## config.mk

```make
export PLATFORM = sky130hd
export DESIGN_NAME = control_sequencer
export DESIGN_NICKNAME = d
export VERILOG_FILES = /design/src/rtl/control_sequencer.sv
export SDC_FILE = /design/constraint.sdc
export NUM_CORES = 1
export LEC_CHECK = 0
export CAP_MARGIN = 10
export CORE_MARGIN = 5
export CORE_UTILIZATION = 25
export DETAILED_ROUTE_END_ITERATION = 6
export DONT_BUFFER_PORTS = 1
export PLACE_DENSITY = 0.51
export SKIP_LAST_GASP = 1
export SLEW_MARGIN = 10
export SYNTH_ARGS = -nofsm -noshare
export SYNTH_HDL_FRONTEND = slang
export SYNTH_SLANG_ARGS = --single-unit
```

## constraint.sdc

```tcl
create_clock -name clk -period 2.45 [get_ports clk]
set_input_delay 0.245 -clock clk [delete_from_list [all_inputs] [get_ports clk]]
set_output_delay 0.245 -clock clk [all_outputs]
set_load 0.02 [all_outputs]
```

## src/rtl/control_sequencer.sv

```systemverilog
// control_sequencer: hardwired Moore fetch/decode/execute controller driving the datapath strobes from IR.
module control_sequencer #(
  parameter int OPW     = 5,
  parameter int NREG    = 16,
  parameter int COUNT_W = 32
) (
  input  logic               clk,
  input  logic               clr,
  input  logic               run,
  input  logic               mem_ready,
  input  logic [31:0]        ir,
  output logic               PCout,
  output logic               MARin,
  output logic               incPC,
  output logic               Zin,
  output logic               ZLowOut,
  output logic               ZHighOut,
  output logic               PCin,
  output logic               Read,
  output logic               MDRin,
  output logic               MDRout,
  output logic               IRin,
  output logic               Yin,
  output logic               Cout,
  output logic               HIin,
  output logic               LOin,
  output logic [NREG-1:0]    reg_in,
  output logic [NREG-1:0]    reg_out,
  output logic [OPW-1:0]     alu_op,
  output logic               busy,
  output logic               halted,
  output logic [COUNT_W-1:0] instr_count
);
  typedef enum logic [3:0] {IDLE, T0, T1, T2, T3, T4, T5, T6, HALT} state_t;
  state_t state, state_nx;
  logic [OPW-1:0] op, imm_op;
  logic [3:0] ra, rb, rc;
  logic [NREG-1:0] one;
  logic r_type, imm, mul_div, unary, hlt, nop, retire;
  assign op      = ir[31 -: OPW];
  assign ra      = ir[26:23];
  assign rb      = ir[22:19];
  assign rc      = ir[18:15];
  assign one     = NREG'(1);
  assign r_type  = op >= OPW'(3) && op <= OPW'(11);
  assign imm     = op >= OPW'(12) && op <= OPW'(14);
  assign mul_div = op == OPW'(15) || op == OPW'(16);
  assign unary   = op == OPW'(17) || op == OPW'(18);
  assign hlt     = op == OPW'(27);
  assign nop     = !(r_type || imm || mul_div || unary || hlt);
  assign imm_op  = op == OPW'(12) ? OPW'(3) : op == OPW'(13) ? OPW'(5) : OPW'(6);
  // Last execute cycle of each opcode class; the counter advances as it is left.
  assign retire  = (state == T2 && nop) || (state == T4 && unary) ||
                   (state == T5 && (r_type || imm)) || state == T6;
  assign busy    = state != IDLE && state != HALT;
  assign halted  = state == HALT;
  always_ff @(posedge clk) begin
    if (clr) begin
      state       <= IDLE;
      instr_count <= '0;
    end else begin
      state       <= state_nx;
      instr_count <= retire ? instr_count + COUNT_W'(1) : instr_count;
    end
  end
  always_comb begin
    state_nx = state;
    case (state)
      IDLE:    state_nx = run ? T0 : IDLE;
      T0:      state_nx = T1;
      T1:      state_nx = mem_ready ? T2 : T1;
      T2:      state_nx = hlt ? HALT : T3;
      T3:      state_nx = T4;
      T4:      state_nx = T5;
      T5:      state_nx = T6;
      T6:      state_nx = IDLE;
      default: state_nx = HALT;
    endcase
    if (retire) state_nx = run ? T0 : IDLE;
  end
  always_comb begin
    {PCout, MARin, incPC, Zin, ZLowOut, ZHighOut, PCin, Read} = '0;
    {MDRin, MDRout, IRin, Yin, Cout, HIin, LOin} = '0;
    reg_in  = '0;
    reg_out = '0;
    alu_op  = '0;
    case (state)
      T0: {PCout, MARin, incPC, Zin} = '1;
      T1: {ZLowOut, PCin, Read, MDRin} = '1;
      T2: {MDRout, IRin} = '1;
      T3: begin
        Yin     = !unary;
        Zin     = unary;
        alu_op  = unary ? op : '0;
        reg_out = one << (mul_div ? ra : rb);
      end
      T4: begin
        Zin     = !unary;
        Cout    = imm;
        ZLowOut = unary;
        alu_op  = unary ? '0 : imm ? imm_op : op;
        reg_out = unary || imm ? '0 : one << (mul_div ? rb : rc);
        reg_in  = unary ? one << ra : '0;
      end
      T5: begin
        ZLowOut = 1'b1;
        LOin    = mul_div;
        reg_in  = mul_div ? '0 : one << ra;
      end
      T6: {ZHighOut, HIin} = '1;
      default: ;
    endcase
  end
endmodule

```

# --- Word-level counts from Yosys, hierarchy flattened ---
# Index checks and enable logic that the tools add are counted.
totals:
  regBits: 36
  elab_cells: 74
  inputBits: 36
  out_inout_bits: 86
classes:
  magnitude_cmp: 4
  mux: 27
  n_addsub: 1
  reduce_logical: 21
  eq_ne: 16
  shifts: 3
op_table:
  columns: ["op", "n"]
  rows:
  - ["16-bit one-hot mux with 2 select lines", 2]
  - ["16-bit two-way mux", 3]
  - ["1-bit by 4-bit << shifter with 16-bit output (first input constant)", 3]
  - ["32-bit by 1-bit adder with 32-bit output (second input constant)", 1]
  - ["4-bit one-hot mux with 8 select lines", 1]
  - ["5-bit equality test (second input constant)", 4]
  - ["4-bit by 3-bit equality test with 1-bit output (second input constant)", 4]
  - ["4-bit two-way mux", 4]
  - ["5-bit by 4-bit equality test with 1-bit output (second input constant)", 3]
  - ["5-bit two-way mux", 3]
  - ["5-bit by 4-bit less-or-equal comparator with 1-bit output (second input constant)", 2]
  - ["1-bit logical OR", 10]
  - ["5-bit one-hot mux with 2 select lines", 1]
  - ["1-bit two-way mux", 9]
  - ["4-bit by 2-bit equality test with 1-bit output (second input constant)", 2]
  - ["1-bit logical AND", 6]
  - ["5-bit by 2-bit greater-or-equal comparator with 1-bit output (second input constant)", 1]
  - ["5-bit by 4-bit greater-or-equal comparator with 1-bit output (second input constant)", 1]
  - ["4-bit by 1-bit equality test with 1-bit output (second input constant)", 1]
  - ["4-bit equality test (second input constant)", 1]
  - ["4-bit zero test", 1]
  - ["4-bit inequality test (second input constant)", 1]
  - ["4-bit nonzero test", 1]
  - ["3-bit two-way mux", 1]
  - ["5 further kinds", 6]

# --- Logic depth before layout (Yosys ltp) ---
# Gate-level depths: netlist of run 1.
depth:
  word_depth: 12
  depth_mapped: 8
  depth_no_buf: 6

# --- Worst setup path before layout of run 1 ---
# No wires, ideal clock.
synth_path:
  path_kind: "reg2reg"
  start: "reg state[3]"
  end: "reg instr_count[27]"
  required_time_ns: 2.329
  n_path_buf: 2
  setup_ns: 0.121
  period_less_slack_ns: 2.600
  setup_slack_ns: -0.150
  t_arrival_ns: 2.479
  stages_incl_launch_ff: 8
  cell_sequence: "dfxtp_1 buf_2 and4bb_1 a21boi_0 or4b_4 buf_6 a2111oi_2 mux2_2"
synth_between:
  elab_chain_cells: 5
  word_cells_on_any_way: 10
  cone_classes: "4 x eq/ne; 6 x reduce/logical"
synth_rtl:
  columns: ["element", "line", "rtl"]
  rows:
  - ["start, declared", "35", "state_t state, state_nx;"]
  - ["start signal, assigned", "62", "state <= state_nx;"]
  - ["4-bit by 2-bit equality test with 1-bit output or 4-bit by 3-bit equality test with 1-bit output (tied branches)", "53", "assign retire = (state == T2 && nop) || (state == T4 && unary) ||"]
  - ["1-bit logical AND", "53", null]
  - ["1-bit logical OR (2 in series)", "53", null]
  - ["1-bit logical OR (*)", "54", "(state == T5 && (r_type || imm)) || state == T6;"]
  - ["end signal, assigned", "63", "instr_count <= retire ? instr_count + COUNT_W'(1) : instr_count;"]
  - ["end, declared", "32", "output logic [COUNT_W-1:0] instr_count"]
# Every way passes the cells marked *; elsewhere a longest branch is shown, timed or not.
# A chain may end at the register's enable or synchronous reset.

# --- Worst setup path in the final report of run 1 ---
layout_path:
  start: "reg state[2]"
  end: "reg instr_count[30]"
# The elaborated chain is that of the path after synthesis.

==> flow_metrics.env, run 1 <==
export IMPL_wl_mm=9.52
export IMPL_max_vdd_ir_drop_uv=202
export IMPL_crit_arrival_ns=2.54
export IMPL_seq_area_um2=721
export IMPL_hp_class="primary input to flip-flop"
export IMPL_path_class="flip-flop to flip-flop"
export IMPL_ant_nets=0
export IMPL_period_share=0.966
export IMPL_cp_max_fo=15
export IMPL_drc_errors=0
export IMPL_drive_above_1_share=0.280
export IMPL_p_int_mw=1.13
export IMPL_multi_input_area_um2=2260
export IMPL_worstMarginPinSlew_ns=0.749
export IMPL_grt_max_degree=67
export IMPL_antenna_found_initial=0
export IMPL_rsz0062_at_grt="yes"
export IMPL_critPathLaunch="state[2]$_SDFF_PP0_"
export IMPL_diodes=0
export IMPL_power_leakage_nw=1.39
export IMPL_final_common_cell="buf_4"
export IMPL_start_kind="flip-flop"
export IMPL_netlist_area_um2=3020
export IMPL_wl_per_cell_um=16.4
export IMPL_slew_headroom=0.499
export IMPL_insertion_delay_ns=0.29
export IMPL_synth_async_reset_ratio=0
export IMPL_hold_ws_ns=0.0510
export IMPL_fin_nets=468
export IMPL_r2r_cells=6
export IMPL_globalRouteTotalUtil=0.132
export IMPL_cellPowerDensity_nw_per_um2=392
export IMPL_synth_seq_cells=36
export IMPL_slew_violations=0
export IMPL_met2_length_mm=4.54
export IMPL_clock_skew_ns=0.00648
export IMPL_setup_viol=0
export IMPL_drt_iter0_markers=211
export IMPL_max_freq_ghz=0.423
export IMPL_synth_warnings=0
export IMPL_grt_overflow_total=0
export IMPL_dp_hpwl_mm=6.99
export IMPL_fp_row_count=40
export IMPL_htreeDepth=2
export IMPL_switchingPower_mw=0.373
export IMPL_outcome="completed"
export IMPL_clockPowerShare=0.487
export IMPL_setup_ws_ns=0.0834
export IMPL_design_area_um2=3840
export IMPL_area_growth_pct=27.3
export IMPL_n_fill_cell=1262
export IMPL_cts_made_buffers=5
export IMPL_ios=122
export IMPL_synth_flop_cell="dfxtp_1"
export IMPL_synth_seq_area_share=0.239
export IMPL_syn_area_per_cell_um2=7.56
export IMPL_min_period_ns=2.37
export IMPL_hold_viol=0
export IMPL_min_from="clr"
export IMPL_coreArea_um2=11900
export IMPL_swShare=0.248
export IMPL_syn_instance_count=399
export IMPL_start_util=0.253
export IMPL_vias_per_cell=5.42
export IMPL_end_kind="flip-flop"
export IMPL_route_met3_wl_um=878
export IMPL_hold_path_depth=1
export IMPL_preCtsSetupSlack_ns=0.0445
export IMPL_layout_common_cells="buf_4, nor2_1, dfxtp_1"
export IMPL_synth_cell_types=49
export IMPL_critPathRequiredTime_ns=2.63
export IMPL_place_gp_congestion=0.881
export IMPL_top_layer_used="met4"
export IMPL_synth_edf_count=0
export IMPL_dieArea_um2=14400
export IMPL_r2r_start="state[2]$_SDFF_PP0_"
export IMPL_wl_met1_mm=4.00
export IMPL_die_w_um=120
export IMPL_cts_max_path_buffers=2
export IMPL_grt_pass1_wl_mm=15.8
export IMPL_pwr_share_comb=0.119
export IMPL_path_clk_slew_ns=0.06
export IMPL_firstDrtPassIters=4
export IMPL_seqPwrFrac=0.394
export IMPL_cts_tree="yes"
export IMPL_die_h_um=120
export IMPL_synth_fp_nets=436
export IMPL_root_buffer="clkbuf_16"
export IMPL_drv_cap=0
export IMPL_grt_pass1_vias=3094
export IMPL_placed_area_um2=3550
export IMPL_cts_sinks=36
export IMPL_numPortBuffers=0
export IMPL_via_count=3138
==> layout make-up <==
| class | count | area share |
|---|---|---|
| Inverter | 6 | 0.00586 |
| Sequential cell | 36 | 0.188 |
| Tap cell | 147 | 0.0479 |
| Multi-Input combinational cell | 322 | 0.589 |
| Clock inverter | 2 | 0.00912 |
| Timing Repair Buffer | 60 | 0.127 |
| Clock buffer | 6 | 0.0336 |
==> cells in the mapped netlist, drive strengths merged (2+ instances only) <==
cell type / instances / area share
a21oi: 8 / 0.013
a2111oi: 9 / 0.047
a21boi: 2 / 0.0050
o22ai: 16 / 0.033
o21ai: 14 / 0.023
inv: 6 / 0.0075
and3: 14 / 0.029
nand2b: 5 / 0.010
o21a: 2 / 0.0050
a211oi: 18 / 0.045
clkbuf: 22 / 0.027
and4: 5 / 0.015
o221a: 2 / 0.0075
buf: 13 / 0.027
nand4b: 2 / 0.0058
nor3b: 8 / 0.020
dfxtp: 36 / 0.24
nor2: 54 / 0.067
nand2: 17 / 0.021
a31oi: 9 / 0.019
nor4: 2 / 0.0041
nor2b: 33 / 0.068
nand3: 14 / 0.023
and2: 4 / 0.0083
mux2: 31 / 0.12
nand3b: 3 / 0.0075
nand4: 11 / 0.023
nor3: 25 / 0.041
==> power groups by stage <==
stage	sequential (mW)	combinational, mW	clock (mW)
after floorplan	0.607	0.159	0
after global placement	0.606	0.171	0
after detailed placement	0.606	0.175	0
after CTS	0.593	0.177	0.753
after global routing	0.593	0.198	0.780
final	0.593	0.180	0.733
==> worst paths after layout <==
check                                      end  slack (ns)
setup / recovery  instr_count[30]$_SDFFE_PP0P_        0.08
hold / removal     instr_count[1]$_SDFFE_PP0P_        0.05
setup reg to reg  instr_count[30]$_SDFFE_PP0P_        0.08
hold reg to reg            state[1]$_SDFF_PP0_        0.61
==> what timing repair did <==
item | 4_1_cts | 5_1_grt
hold buffers | 0 | 0
setup buffers | 0 | 0
gates cloned | 0 | 0
setup endpoints to repair | 2 | 36
resized for setup | 1 | 18
==> flip-flops by register name, indices dropped and copies added, names as in the netlist <==
register,flops
state,4
instr_count,32
==> metal layers <==
layer	vias to the layer above	track usage
li1	1538	-
met1	1478	0.155
met2	115	0.224
met3	7	0.0509
met4	0	0.0379
met5	-	0
==> critical path, cell delays in order, from the launching register on <==
cell       delay [ns]
dfxtp_1          0.30
and4bb_4         0.33
a21boi_4         0.19
or4b_4           0.52
buf_12           0.19
a2111oi_4        0.36
mux2_2           0.36
==> kinds of logic (layout without fill, tap and decap cells) <==
| group | after synthesis | count (layout) | share of synthesized area |
|---|---|---|---|
| AOI/OAI and AO/OA | 85 | 85 | 0.211 |
| muxes | 31 | 31 | 0.116 |
| and+or+nand+nor | 204 | 204 | 0.365 |
| DFF | 36 | 36 | 0.239 |
| buffers and inverters | 41 | 74 | 0.0622 |
| adders and majority gates | 1 | 1 | 0.00415 |
| xor gates and xnor gates | 1 | 1 | 0.00290 |
==> per-stage QoR <==
| step | instances | util | TNS [ns] | power [mW] |
|---|---|---|---|---|
| detailed placement | 571 | 0.298 | 0 | 0.781 |
| finish | 579 | 0.322 | 0 | 1.51 |
| global route | 579 | 0.322 | -0.00619 | 1.57 |
| floorplan | 399 | - | 0 | 0.766 |
| global placement | 571 | 0.298 | 0 | 0.777 |
| CTS | 579 | 0.313 | 0 | 1.52 |
(Power assumes the default switching activity.)
==> run 2, diff against run 1 <==
--- a/config.mk
+++ b/config.mk
@@ -10,9 +10,8 @@
 export CORE_UTILIZATION = 25
 export DETAILED_ROUTE_END_ITERATION = 6
 export DONT_BUFFER_PORTS = 1
-export PLACE_DENSITY = 0.51
+export PLACE_DENSITY = 0.49
 export SKIP_LAST_GASP = 1
-export SLEW_MARGIN = 10
 export SYNTH_ARGS = -nofsm -noshare
 export SYNTH_HDL_FRONTEND = slang
 export SYNTH_SLANG_ARGS = --single-unit
==> constraint.sdc (replaced) <==
create_clock -name clk -period 2.21 [get_ports clk]
set_input_delay 0.221 -clock clk [delete_from_list [all_inputs] [get_ports clk]]
set_output_delay 0.221 -clock clk [all_outputs]
set_load 0.02 [all_outputs]
==> run 2 against run 1 <==
  * Sequential power is 11% higher
  * The run now ends with negative setup slack left
  * Die area stayed put
  * Utilization is 3.8 points higher
  * Highest routed layer unchanged
==> flow_metrics.env, run 2 (same netlist as run 1, synthesis figures left out) <==
export IMPL_root_buffer="clkbuf_16"
export IMPL_min_from="clr"
export IMPL_critPathRequiredTime_ns=2.38
export IMPL_numPortBuffers=0
export IMPL_drt_iter0_markers=173
export IMPL_drive_above_1_share=0.385
export IMPL_p_total_mw=1.58
export IMPL_slew_violations=0
export IMPL_seq_area_um2=721
export IMPL_cts_max_path_buffers=2
export IMPL_slew_headroom=0.549
export IMPL_cellPowerDensity_nw_per_um2=368
export IMPL_largest_register="instr_count"
export IMPL_n_fill_cell=1248
export IMPL_grt_max_degree=67
export IMPL_place_gp_congestion=0.836
export IMPL_switchingPower_mw=0.415
export IMPL_wl_per_cell_um=16.1
export IMPL_critPathSlowestCell="or4b_4"
export IMPL_start_kind="flip-flop"
export IMPL_setup_ws_ns=-0.117
export IMPL_layout_common_cells="buf_4, nor2_1, dfxtp_1"
export IMPL_hold_viol=0
export IMPL_max_stage_delay_ns=0.53
export IMPL_area_growth_pct=42.3
export IMPL_max_vdd_ir_drop_uv=250
export IMPL_path_clk_slew_ns=0.06
export IMPL_max_freq_ghz=0.430
export IMPL_clockPowerShare=0.437
export IMPL_vias_per_cell=5.36
export IMPL_wl_mm=9.89
export IMPL_violations="negative setup slack"
export IMPL_cp_max_fo=14
export IMPL_ant_nets=0
export IMPL_multi_input_area_um2=2460
export IMPL_grt_pass1_wl_mm=15.9
export IMPL_globalRouteTotalUtil=0.131
export IMPL_ff2ff_setup_slack_ns=-0.12
export IMPL_outcome="finished with violations"
export IMPL_r2r_start="state[3]$_SDFF_PP0_"
export IMPL_seqPwrFrac=0.416
export IMPL_die_w_um=120
export IMPL_cp_top_family="simple AND/OR/NAND/NOR gates"
export IMPL_fin_util=0.361
export IMPL_worstMarginPinSlew_ns=0.671
export IMPL_ios=122
export IMPL_reg2reg_to="instr_count[12]$_SDFFE_PP0P_"
export IMPL_start_util=0.253
export IMPL_insertion_delay_ns=0.28
export IMPL_r2r_cells=6
export IMPL_cts_tree="yes"
export IMPL_fp_row_count=40
export IMPL_hold_path_depth=1
export IMPL_die_h_um=120
export IMPL_clock_skew_ns=0.00819
export IMPL_setup_viol=22
export IMPL_grt_pass1_vias=3168
export IMPL_final_common_cell="buf_4"
export IMPL_firstDrtPassIters=4
export IMPL_drv_cap=0
export IMPL_htreeDepth=2
export IMPL_dieArea_um2=14400
export IMPL_path_buf_inv=1
export IMPL_hold_ws_ns=0.0502
export IMPL_cts_made_buffers=5
export IMPL_whs_endpoint="state[0]$_SDFF_PP0_"
export IMPL_period_share=1.05
export IMPL_hp_class="primary input to flip-flop"
export IMPL_largestRegisters="instr_count x32, state x4"
export IMPL_p_int_mw=1.17
export IMPL_coreArea_um2=11900
export IMPL_diodes=0
export IMPL_power_leakage_nw=1.59
export IMPL_via_count=3289
export IMPL_drc_errors=0
export IMPL_dp_hpwl_mm=7.23
export IMPL_end_kind="flip-flop"
export IMPL_cts_sinks=36
export IMPL_largest_reg_flops=32
export IMPL_pwr_share_comb=0.147
export IMPL_rsz0062_at_grt="yes"
export IMPL_crit_arrival_ns=2.50
export IMPL_min_period_ns=2.33
export IMPL_preCtsSetupSlack_ns=-0.109
export IMPL_swShare=0.262
export IMPL_path_class="flip-flop to flip-flop"
export IMPL_finalSetupTns_ns=-1.49
export IMPL_grt_overflow_total=0
export IMPL_crit_chain="and4bb_4 > a21boi_4 > or4b_4 > buf_12 > a211oi_1 > mux2_2"
export IMPL_antenna_found_initial=0
export IMPL_fin_nets=503
## run 2: how the worst max path moves through the flow
stage	depth (start not counted)	end	from
4_1_cts	6	instr_count[19]$_SDFFE_PP0P_	state[3]$_SDFF_PP0_
2_1_floorplan	7	instr_count[31]$_SDFFE_PP0P_	state[3]$_SDFF_PP0_
6_report	6	instr_count[12]$_SDFFE_PP0P_	state[3]$_SDFF_PP0_
5_1_grt	6	instr_count[29]$_SDFFE_PP0P_	state[3]$_SDFF_PP0_
3_3_place_gp	5	instr_count[2]$_SDFFE_PP0P_	state[3]$_SDFF_PP0_
3_5_place_dp	6	instr_count[17]$_SDFFE_PP0P_	state[3]$_SDFF_PP0_
## run 2: cell type report
cell class / instances / share of cell area
multi-input cells: 322 / 0.574
repair buffers: 95 / 0.178
flip-flops and latches: 36 / 0.168
well taps: 147 / 0.0428
clock buffers: 7 / 0.0309
inverters: 6 / 0.00524
clock inverters: 1 / 0.00204
## run 2: per-stage QoR
step	area [µm²]	std cells
global route	4300	614
detailed placement	3870	598
global placement	3870	598
CTS	4040	606
floorplan	3170	399
finish	4300	614
## run 2: timing repair
action                     4_1_cts  5_1_grt
setup endpoints to repair       47       58
resized for setup               10       40
hold buffers                     0        0
pin swaps                        1       11
setup buffers                    0        6
gates cloned                     0        2
## run 2: metal layers
metal	wire length (µm)	GRT usage	vias up
met3	720	0.0415	13
li1	-	-	1614
met2	4770	0.224	92
met4	129	0.0301	0
met5	0	0	-
met1	4270	0.161	1570
## run 2: power groups by stage
stage	logic, mW	registers, mW	clock network, mW
3_5_place_dp	0.209	0.672	0
4_1_cts	0.212	0.658	0.712
3_3_place_gp	0.206	0.672	0
2_1_floorplan	0.180	0.672	0
5_1_grt	0.253	0.658	0.735
6_report	0.232	0.658	0.691
